<file path="config.mk">
export PLATFORM = sky130hd
export DESIGN_NAME = captura_adc
export DESIGN_NICKNAME = d
export VERILOG_FILES = /design/src/rtl/captura_adc_pkg.sv /design/src/rtl/captura_adc_registro_desplazamiento.sv /design/src/rtl/captura_adc.sv
export SDC_FILE = /design/constraint.sdc
export NUM_CORES = 1
export LEC_CHECK = 0
export ABC_AREA = 1
export ABC_CLOCK_PERIOD_IN_PS = 3200
export BUFFER_PORTS_ARGS = -buffer_cell sky130_fd_sc_hd__clkbuf_2
export CAP_MARGIN = 5
export CORE_ASPECT_RATIO = 0.5
export CORE_MARGIN = 2
export CORE_UTILIZATION = 25
export DETAILED_ROUTE_END_ITERATION = 16
export PLACE_DENSITY_LB_ADDON = 0.08
export SLEW_MARGIN = 30
export SYNTH_ARGS = -nofsm -noshare
export SYNTH_HDL_FRONTEND = slang
export SYNTH_HIERARCHICAL = 1
export SYNTH_SLANG_ARGS = --single-unit
</file>
<file path="constraint.sdc">
create_clock -name CLK -period 3.2 [get_ports CLK]
set_clock_uncertainty 0.05 [all_clocks]
set_input_delay 0.64 -clock CLK [delete_from_list [all_inputs] [get_ports CLK]]
set_output_delay 0.64 -clock CLK [all_outputs]
set_load 0.02 [all_outputs]
</file>
<file path="src/rtl/captura_adc_pkg.sv">
// Shared definitions for the serial ADC capture block: FSM encoding and
// frame geometry (16-bit frame, 4 leading bits discarded).
package captura_adc_pkg;

  localparam int N_BITS = 16;
  localparam int LEAD   = 4;

  typedef enum logic [2:0] {
    REPOSO        = 3'd0,
    ESPERA        = 3'd1,
    TRANSFERENCIA = 3'd2,
    FIN           = 3'd3,
    SILENCIO      = 3'd4
  } estado_t;

endpackage

</file>
<file path="src/rtl/captura_adc_registro_desplazamiento.sv">
// Serial-in, parallel-out shift register; MSB arrives first, so new bits
// enter at bit 0 and older bits move toward the top.
module registro_desplazamiento #(
  parameter int N = 16
) (
  input  logic         clk,
  input  logic         rst,
  input  logic         en,
  input  logic         din,
  output logic [N-1:0] q
);

  always_ff @(posedge clk or posedge rst) begin
    if (rst) begin
      q <= '0;
    end else if (en) begin
      q <= {q[N-2:0], din};
    end
  end

endmodule

</file>
<file path="src/rtl/captura_adc.sv">
// SPI-style capture of a 16-bit ADC frame: drives SCLK/CS_n, shifts SDATA in
// on each SCLK rise and presents the low 12 bits on Dato with a Listo strobe.
module captura_adc
  import captura_adc_pkg::*;
#(
  parameter int W   = 12,
  parameter int DIV = 2
) (
  input  logic         CLK,
  input  logic         Reset,
  input  logic         Iniciar,
  input  logic         SDATA,
  output logic         SCLK,
  output logic         CS_n,
  output logic         Ocupado,
  output logic [W-1:0] Dato,
  output logic         Listo,
  output estado_t      estado
);

  localparam logic [3:0] DIV_FIN  = 4'(DIV - 1);
  localparam logic [4:0] BITS_FIN = 5'(N_BITS);

  estado_t            estado_q, estado_d;
  logic [3:0]         div_q, div_d;
  logic [4:0]         bit_q, bit_d;
  logic               sclk_q, sclk_d;
  logic               cs_q, cs_d;
  logic               shift_en;
  logic               carga;
  logic               div_fin;
  logic [N_BITS-1:0]  shift_q;
  logic [W-1:0]       dato_q;
  logic               cabecera_unused;

  registro_desplazamiento #(.N(N_BITS)) u_shift (
    .clk (CLK),
    .rst (Reset),
    .en  (shift_en),
    .din (SDATA),
    .q   (shift_q)
  );

  // The leading bits of the frame carry no sample information.
  assign cabecera_unused = ^shift_q[N_BITS-1:N_BITS-LEAD];

  always_ff @(posedge CLK or posedge Reset) begin
    if (Reset) begin
      estado_q <= REPOSO;
      div_q    <= '0;
      bit_q    <= '0;
      sclk_q   <= 1'b1;
      cs_q     <= 1'b1;
      dato_q   <= '0;
    end else begin
      estado_q <= estado_d;
      div_q    <= div_d;
      bit_q    <= bit_d;
      sclk_q   <= sclk_d;
      cs_q     <= cs_d;
      if (carga) begin
        dato_q <= W'(shift_q[N_BITS-LEAD-1:0]);
      end
    end
  end

  always_comb begin
    estado_d = estado_q;
    div_d    = div_q;
    bit_d    = bit_q;
    sclk_d   = sclk_q;
    cs_d     = cs_q;
    shift_en = 1'b0;
    carga    = 1'b0;
    div_fin  = (div_q == DIV_FIN);

    case (estado_q)
      REPOSO: begin
        div_d  = '0;
        bit_d  = '0;
        sclk_d = 1'b1;
        cs_d   = 1'b1;
        if (Iniciar) begin
          estado_d = ESPERA;
          cs_d     = 1'b0;
        end
      end
      ESPERA: begin
        if (div_fin) begin
          div_d    = '0;
          sclk_d   = 1'b0;
          estado_d = TRANSFERENCIA;
        end else begin
          div_d = div_q + 4'd1;
        end
      end
      TRANSFERENCIA: begin
        // Each half-period ends on div_fin; a low half ends in a rising SCLK
        // (sample point), a high half either starts the next bit or ends the frame.
        if (div_fin) begin
          div_d = '0;
          if (!sclk_q) begin
            sclk_d   = 1'b1;
            shift_en = 1'b1;
            bit_d    = bit_q + 5'd1;
          end else if (bit_q == BITS_FIN) begin
            estado_d = FIN;
            carga    = 1'b1;
          end else begin
            sclk_d = 1'b0;
          end
        end else begin
          div_d = div_q + 4'd1;
        end
      end
      FIN: begin
        div_d    = '0;
        cs_d     = 1'b1;
        estado_d = SILENCIO;
      end
      SILENCIO: begin
        if (div_fin) begin
          div_d    = '0;
          estado_d = REPOSO;
        end else begin
          div_d = div_q + 4'd1;
        end
      end
      default: begin
        estado_d = REPOSO;
      end
    endcase
  end

  assign SCLK    = sclk_q;
  assign CS_n    = cs_q;
  assign Dato    = dato_q;
  assign Listo   = (estado_q == FIN);
  assign Ocupado = (estado_q != REPOSO);
  assign estado  = estado_q;

endmodule

</file>
==> results of run 1 <==
routing by layer:
layer	up-vias	global-route usage [%]
li1	719	-
met1	663	15.8
met2	19	16.9
met3	4	2.85
met4	0	3.71
met5	-	0
stage by stage:
stage | setup slack (ns) | std cells | utilization [%]
floorplan | 1.29 | 214 | -
global placement | 1.17 | 326 | 27.8
detailed placement | 1.13 | 326 | 27.8
CTS | 1.11 | 334 | 29.9
global route | 0.822 | 334 | 29.9
finish | 1.13 | 334 | 29.9
cell type report:
class | instances | area, µm²
tap | 96 | 120
clock buffer | 6 | 139
sequential | 38 | 953
multi-input combinational | 151 | 763
fill | 793 | 5120
timing repair buffer | 22 | 110
clock inverter | 2 | 12.5
inverter | 19 | 80.1
worst max path at each step:
stage,end,cells past startpoint,startpoint,slack [ns]
final,u_shift/q[1],9,div_q[1],1.13
after floorplan,Listo,2,estado[1],1.29
after detailed placement,u_shift/q[1],9,div_q[1],1.13
after global routing,u_shift/q[3],9,div_q[1],0.82
after global placement,u_shift/q[0],9,div_q[1],1.17
after CTS,u_shift/q[1],9,div_q[1],1.11
sequential cells by signal (all words and copies together) (netlist names):
register	cells
SCLK	1
u_shift/q	12
estado	3
Dato	12
CS_n	1
bit_q	5
div_q	4
power groups by stage:
stage,Combinational [mW],Sequential (mW),Clock (mW)
after detailed placement,0.0221,0.504,0
after floorplan,0.0153,0.502,0
after global placement,0.0210,0.504,0
after CTS,0.0222,0.495,0.526
after global routing,0.0258,0.496,0.548
final,0.0207,0.495,0.506
cell usage in the layout (no fill, tap or decap), drive strengths merged, types with 4 or more instances in the layout:
master	instances
nand2	91
dfrtp	36
clkbuf	28
nand3	26
inv	18
o21ai	11
nor2	9
xor2	4
ha	4
nand4	4
critical path, cell delays in order (launching register included):
cell and delay (ns):
dfrtp_1 0.40, inv_1 0.07, ha_1 0.17, nand2_1 0.10, nor2_4 0.13, nand3_1 0.15, nor2_2 0.63, inv_8 0.11
nand2_1 0.10, nand2_1 0.05
==> impl_metrics.csv, run 1 <==
group,metric,value,unit
floorplanning,pin_count,23,
worst_setup_path,cp-end-kind,"register",
timing,maxSlewViolCount,0,
place,numPortBuffers,22,
grt,grt_max_degree,27,
floorplanning,die_h,65.1,µm
finish,fin_area,2180,µm²
detailed_routing,wl_per_cell,12.0,µm
detailed_routing,drt_iter0_markers,86,
timing,finalSetupTns,0,ns
floorplanning,fp-row-count,22,
floorplanning,start_util,25.6,%
clock_network,htree_num_levels,2,
synthesis,synth_cells,214,
clock_network,postCtsHoldBufs,0,
worst_setup_path,regToRegStartpoint,"div_q[1]",
timing,rsz0062_at_grt,"no",
detailed_routing,routed_wl,4010,µm
floorplanning,core-area,7290,µm²
power,p_sw_share,21.5,%
power,p_comb_share,2.0,%
worst_setup_path,reg2reg_depth,9,
grt,antenna_found_initial,0,
clock_network,cts_buffers,5,
detailed_routing,wl_met2,1730,µm
finish,nNetsFinal,245,
detailed_routing,dr_total_vias,1405,
clock_network,clock_latency,0.28,ns
place,routabilityCongestion,0.717,
detailed_routing,wl_met1,2090,µm
power,p_int,0.803,mW
power,power_per_cell_area,469,nW/µm²
detailed_routing,route.met3.wl,143,µm
clock_network,cts_setup_buffers,0,
power,leakagePower,1.11,nW
floorplanning,die-width,126,µm
place,dpl_cell_area,2030,µm²
finish,area_growth,16.7,%
place,dp_hpwl,2860,µm
detailed_routing,drc_errors,0,
detailed_routing,dr.pass1.iters,5,
power,pwr-share-clk,49.5,%
worst_setup_path,worstPathRequired,3.32,ns
detailed_routing,drt-vias-per-instance,4.21,
timing,fin_crit,2.07,ns
timing,worst_pin_slew,0.810,ns
timing,hold_viol,0,
clock_network,clkSlewWorstSetupHoldPaths,0.06,ns
timing,final-setup-viol-count,0,
timing,relSlewSlack,45.8,%
power,irDropWorstVdd,0.000215,V
worst_setup_path,crit_path_max_fanout,15,
timing,fin_crit_sh,64.6,%
finish,antenna_cells,0,
timing,hold_slack,0.322,ns
power,power_frac_seq,48.5,%
clock_network,cts_tree,"yes",
clock_network,cts.sinks,38,
detailed_routing,antenna_left,0,
grt,track_usage,11.2,%
power,total_power,1.02,mW
worst_setup_path,rrSetupSlack,1.13,ns
clock_network,ctsRootBufferMaster,"clkbuf_16",
synthesis,postSynthAreaPerCell,8.72,µm²
clock_network,cts_resized,0,
synthesis,yosysWarnings,6,
synthesis,synth_nets,222,
timing,fmax,484,MHz
finish,drive_gt1_share,26.5,%
min_path,holdCritPathClass,"input port to async pin",
grt,gr-total-overflow,0,
floorplanning,die-area,8220,µm²
worst_setup_path,critPathLaunchType,"register",
clock_network,cts_buffer_depth,2,
status,status,"finished clean",
flow_run,drv_cap,0,
power,p_sw,0.220,mW
detailed_routing,routed.top_layer,"met4",
worst_setup_path,arrival,2.19,ns
worst_setup_path,r2r-end,"u_shift/q[1]",
worst_setup_path,crit_type,"register to register",
grt,grt_pass1_wl,7190,µm
synthesis,syn_area,1870,µm²
grt,first_global_vias,1467,
Note: power is estimated with default switching activity, not from simulation.
==> inputs of run 2 (changes only) <==
ABC_AREA = 0   (was 1)
ABC_CLOCK_PERIOD_IN_PS = 1800   (was 3200)
clock period = 1.8 ns   (was 3.2 ns; I/O delays follow)
==> run 2 against run 1 <==
  * Register-to-register slack got worse by 1.1 ns
  * Maximum frequency increased by 15%
  * Non-clock buffer count increased by 25
  * First-iteration DRC count decreased by 77%
  * Die area increased by 0.70%
==> impl_metrics.csv, run 2 <==
group,metric,value,unit
status,status,"finished clean",
grt,antenna_found_initial,0,
detailed_routing,drc_errors,0,
worst_setup_path,path_buf_inv,3,
synthesis,yosysWarnings,6,
clock_network,cts_tree,"yes",
detailed_routing,routed_wl,4230,µm
worst_setup_path,reg2reg_depth,7,
timing,relSlewSlack,68.3,%
place,dp_hpwl,2790,µm
synthesis,syn_area,1880,µm²
finish,nFillCells,717,
detailed_routing,dr.pass1.iters,4,
timing,fin_crit_sh,99.6,%
worst_setup_path,slowest_stage,"dfrtp_1",
floorplanning,start_util,25.8,%
grt,grt_pass1_wl,7190,µm
clock_network,clock_latency,0.28,ns
finish,final_cell_mix,"dfrtp_1 (34), buf_4 (22), clkbuf_2 (21)",
detailed_routing,dr_total_vias,1358,
power,power_per_cell_area,1350,nW/µm²
finish,antenna_cells,0,
worst_setup_path,crit_path_max_fanout,6,
synthesis,synth_cells,157,
floorplanning,die-area,8270,µm²
worst_setup_path,cp_slowest_stage_delay,0.39,ns
finish,final_common_cell,"dfrtp_1",
finish,drive_gt1_share,49.2,%
grt,gr-total-overflow,0,
grt,first_global_vias,1369,
worst_setup_path,crit_family,"buffers and inverters",
detailed_routing,wl_met1,2150,µm
timing,hold_viol,0,
timing,fin_crit,1.79,ns
worst_setup_path,crit_path_start,"bit_q[0]",
timing,finalSetupTns,0,ns
finish,area_growth,33.1,%
worst_setup_path,arrival,1.91,ns
clock_network,cts_buffers,5,
floorplanning,pin_count,23,
synthesis,synth_nets,165,
finish,nNetsFinal,206,
synthesis,postSynthAreaPerCell,12.0,µm²
clock_network,clkSlewWorstSetupHoldPaths,0.06,ns
power,leakagePower,1.18,nW
timing,rsz0062_at_grt,"yes",
worst_setup_path,rrSetupSlack,0.007,ns
worst_setup_path,worstPathRequired,1.92,ns
grt,grt_max_degree,27,
place,routabilityCongestion,0.710,
worst_setup_path,cp_cell_sequence,"inv_2 > ha_4 > nor4bb_4 > buf_4 > nand4_1 > buf_6 > mux2_2",
clock_network,htree_num_levels,2,
timing,worst_pin_slew,0.475,ns
place,dpl_cell_area,2170,µm²
detailed_routing,routed.top_layer,"met4",
floorplanning,die-width,127,µm
finish,final_cells,295,
timing,fmax,558,MHz
clock_network,cts_buffer_depth,2,
worst_setup_path,crit_type,"register to register",
worst_setup_path,r2r-end,"Dato[6]",
min_path,holdCritPathClass,"input port to async pin",
clock_network,postCtsHoldBufs,0,
place,place_inst,279,
flow_run,drv_cap,0,
clock_network,cts.sinks,38,
worst_setup_path,regToRegStartpoint,"bit_q[0]",
grt,track_usage,11.2,%
worst_setup_path,critPathLaunchType,"register",
timing,maxSlewViolCount,0,
clock_network,ctsRootBufferMaster,"clkbuf_16",
worst_setup_path,cp-end-kind,"register",
detailed_routing,antenna_left,0,
place,numPortBuffers,22,
floorplanning,core-area,7290,µm²
detailed_routing,drt-vias-per-instance,4.60,
floorplanning,die_h,65.3,µm
detailed_routing,drt_iter0_markers,20,
finish,fin_area,2500,µm²
power,total_power,3.39,mW
power,irDropWorstVdd,0.000404,V
timing,hold_slack,0.0252,ns
timing,final-setup-viol-count,0,
floorplanning,fp-row-count,22,
detailed_routing,route.met3.wl,125,µm
detailed_routing,wl_met2,1900,µm
detailed_routing,wl_per_cell,14.3,µm
-- run 2: layout make-up --
cell class	count	area (µm²)	area share, %
sequential	38	956	38.2
multi-input combinational	97	875	35.0
timing repair buffer	47	324	13.0
clock buffer	5	125	5.00
tap	96	120	4.80
clock inverter	3	68.8	2.75
inverter	9	33.8	1.35
-- run 2: worst reg2reg max path: cells and delay by family (launching register included) --
kind | cells | cell delay, ns
fa+ha+maj | 1 | 0.13
simple gates | 2 | 0.39
flops | 1 | 0.39
buf+inv | 3 | 0.45
mux | 1 | 0.26
-- run 2: worst max path at each step --
stage               end  slack (ns)  cells after the start
2_1_floorplan  bit_q[4]       -0.03                      6
3_3_place_gp   Dato[11]       -0.08                      7
3_5_place_dp    Dato[6]       -0.08                      7
4_1_cts         Dato[6]     -0.0004                      7
5_1_grt         Dato[6]       -0.08                      7
6_report        Dato[6]       0.007                      7
-- run 2: routing by layer --
layer | vias up | GRT usage [%]
met2 | 24 | 16.8
li1 | 649 | -
met1 | 677 | 15.6
met5 | - | 0
met3 | 8 | 2.77
met4 | 0 | 4.53
-- run 2: power breakdown --
group	internal, mW	switching (mW)	leakage, nW
Combinational	0.489	0.663	0.569
Sequential	0.961	0.111	0.516
Clock	0.797	0.367	0.0940
-- run 2: metrics by stage --
step	utilization, %	setup slack, ns
after floorplan	-	-0.0303
final	34.3	0.00750
after CTS	33.3	-0.000396
after global placement	29.8	-0.0751
after detailed placement	29.8	-0.0834
after global routing	34.3	-0.0819
-- run 2: what timing repair did --
item	4_1_cts	5_1_grt
endpoints found under the setup margin	13	22
gates cloned	1	0
resized for setup	9	12
pin swaps	1	4
setup buffers	2	5
==> inputs of run 3 (changes only) <==
PLACE_DENSITY = 0.52   (was unset)
PLACE_DENSITY_LB_ADDON = unset   (was 0.08)
==> run 3 against run 2 <==
  * Critical path depth unchanged
  * Clock power about the same
  * Largest power group unchanged
  * Maximum frequency down 0.26%
  * Combinational power about the same
  * Highest routed layer unchanged
  * Sequential power about the same
  * Die area unchanged
  * Clock-buffer cell count unchanged
==> impl_metrics.csv, run 3 (synthesized netlist as in run 2, its figures left out) <==
group,metric,value,unit
timing,relSlewSlack,70.6,%
grt,grtUsageMet1,14.1,%
floorplanning,die-area,8270,µm²
worst_setup_path,regToRegStartpoint,"bit_q[0]",
power,power_per_cell_area,1350,nW/µm²
detailed_routing,dr.pass1.iters,4,
finish,final_cells,292,
grt,first_global_vias,1252,
grt,grt_use_met3,3.01,%
floorplanning,pin_count,23,
place,dp_hpwl,2670,µm
clock_network,clock_latency,0.28,ns
finish,antenna_cells,0,
status,status,"finished clean",
timing,maxSlewViolCount,0,
place,place_inst,278,
worst_setup_path,r2r-end,"Dato[1]",
timing,fin_crit_sh,99.8,%
worst_setup_path,worstPathRequired,1.91,ns
clock_network,clkSlewWorstSetupHoldPaths,0.06,ns
detailed_routing,wl_per_cell,13.9,µm
worst_setup_path,cp-end-kind,"register",
detailed_routing,drt_iter0_markers,59,
grt,grt_max_degree,27,
floorplanning,fp-row-count,22,
place,dpl_cell_area,2160,µm²
worst_setup_path,crit_path_start,"bit_q[0]",
finish,final_common_cell,"dfrtp_1",
grt,met2_usage,15.2,%
grt,gr-total-overflow,0,
min_path,holdCritPathClass,"input port to async pin",
detailed_routing,drc_errors,0,
floorplanning,die_h,65.3,µm
timing,finalSetupTns,0,ns
grt,antenna_found_initial,0,
worst_setup_path,cp-endpoint,"Dato[1]",
grt,grt_pass1_wl,6530,µm
worst_setup_path,critPathLaunchType,"register",
timing,hold_slack,0.0188,ns
power,total_power,3.36,mW
finish,final_util,34.1,%
grt,track_usage,10.2,%
detailed_routing,routed_wl,4050,µm
floorplanning,die-width,127,µm
worst_setup_path,rrSetupSlack,0.003,ns
clock_network,postCtsHoldBufs,0,
finish,area_growth,32.3,%
worst_setup_path,path_depth,7,
clock_network,cts_tree,"yes",
timing,fin_crit,1.80,ns
detailed_routing,drt-vias-per-instance,4.60,
place,place_ws,0.00432,ns
worst_setup_path,crit_path_max_fanout,6,
power,irDropWorstVdd,0.000497,V
worst_setup_path,slowest_stage,"dfrtp_1",
worst_setup_path,crit_type,"register to register",
timing,worst_pin_slew,0.441,ns
clock_network,cts_buffers,5,
place,numPortBuffers,22,
floorplanning,core-area,7290,µm²
worst_setup_path,reg2reg_depth,7,
finish,fin_area,2490,µm²
grt,busiest_layer,"met2",
clock_network,cts.sinks,38,
detailed_routing,antenna_left,0,
clock_network,ctsRootBufferMaster,"clkbuf_16",
detailed_routing,dr_total_vias,1343,
worst_setup_path,crit_family,"buffers and inverters",
timing,rsz0062_at_grt,"yes",
timing,fmax,556,MHz
finish,final_cell_mix,"dfrtp_1 (34), clkbuf_2 (20), buf_4 (19)",
timing,hold_viol,0,
timing,final-setup-viol-count,0,
worst_setup_path,cp_slowest_stage_delay,0.39,ns
flow_run,drv_cap,0,
timing,setup_ws,0.00281,ns
power,leakagePower,1.17,nW
finish,nFillCells,717,
place,routabilityCongestion,0.788,
worst_setup_path,cp_cell_sequence,"inv_2 > ha_4 > nor4bb_4 > buf_4 > nand4_1 > buf_6 > mux2_4",
worst_setup_path,path_buf_inv,3,
clock_network,cts_buffer_depth,2,
finish,nNetsFinal,203,
worst_setup_path,arrival,1.91,ns
clock_network,htree_num_levels,2,
floorplanning,start_util,25.8,%
finish,drive_gt1_share,49.0,%
==> run 3: final cells by class <==
class	instances	area (µm²)	area share (%)
sequential	38	956	38.4
multi-input combinational	97	878	35.3
timing repair buffer	44	305	12.3
clock buffer	5	125	5.03
tap	96	120	4.83
clock inverter	3	68.8	2.77
inverter	9	33.8	1.36
==> run 3: how the worst min path moves through the flow <==
stage	end	depth (start not counted)	slack, ns
after CTS	u_shift/q[7]	2	0.03
after global placement	u_shift/q[11]	2	0.32
after floorplan	u_shift/q[0]	1	0.17
after detailed placement	u_shift/q[11]	2	0.34
after global routing	u_shift/q[11]	2	0.06
final	u_shift/q[11]	2	0.02
==> run 3: power by group <==
part	switching [mW]	internal (mW)
Clock	0.350	0.796
Combinational	0.638	0.488
Sequential	0.125	0.961
Total	1.11	2.25
==> run 3: repair_timing <==
action	4_1_cts	5_1_grt
setup buffers	2	3
cloned	1	0
setup endpoints to repair	14	29
pin swaps	1	5
gates resized for setup	7	18
==> run 3: metal layers <==
| metal | up-vias | share of wire (%) |
|---|---|---|
| met5 | - | 0 |
| met2 | 18 | 46 |
| li1 | 645 | - |
| met3 | 4 | 4.3 |
| met4 | 0 | 1.0 |
| met1 | 676 | 49 |
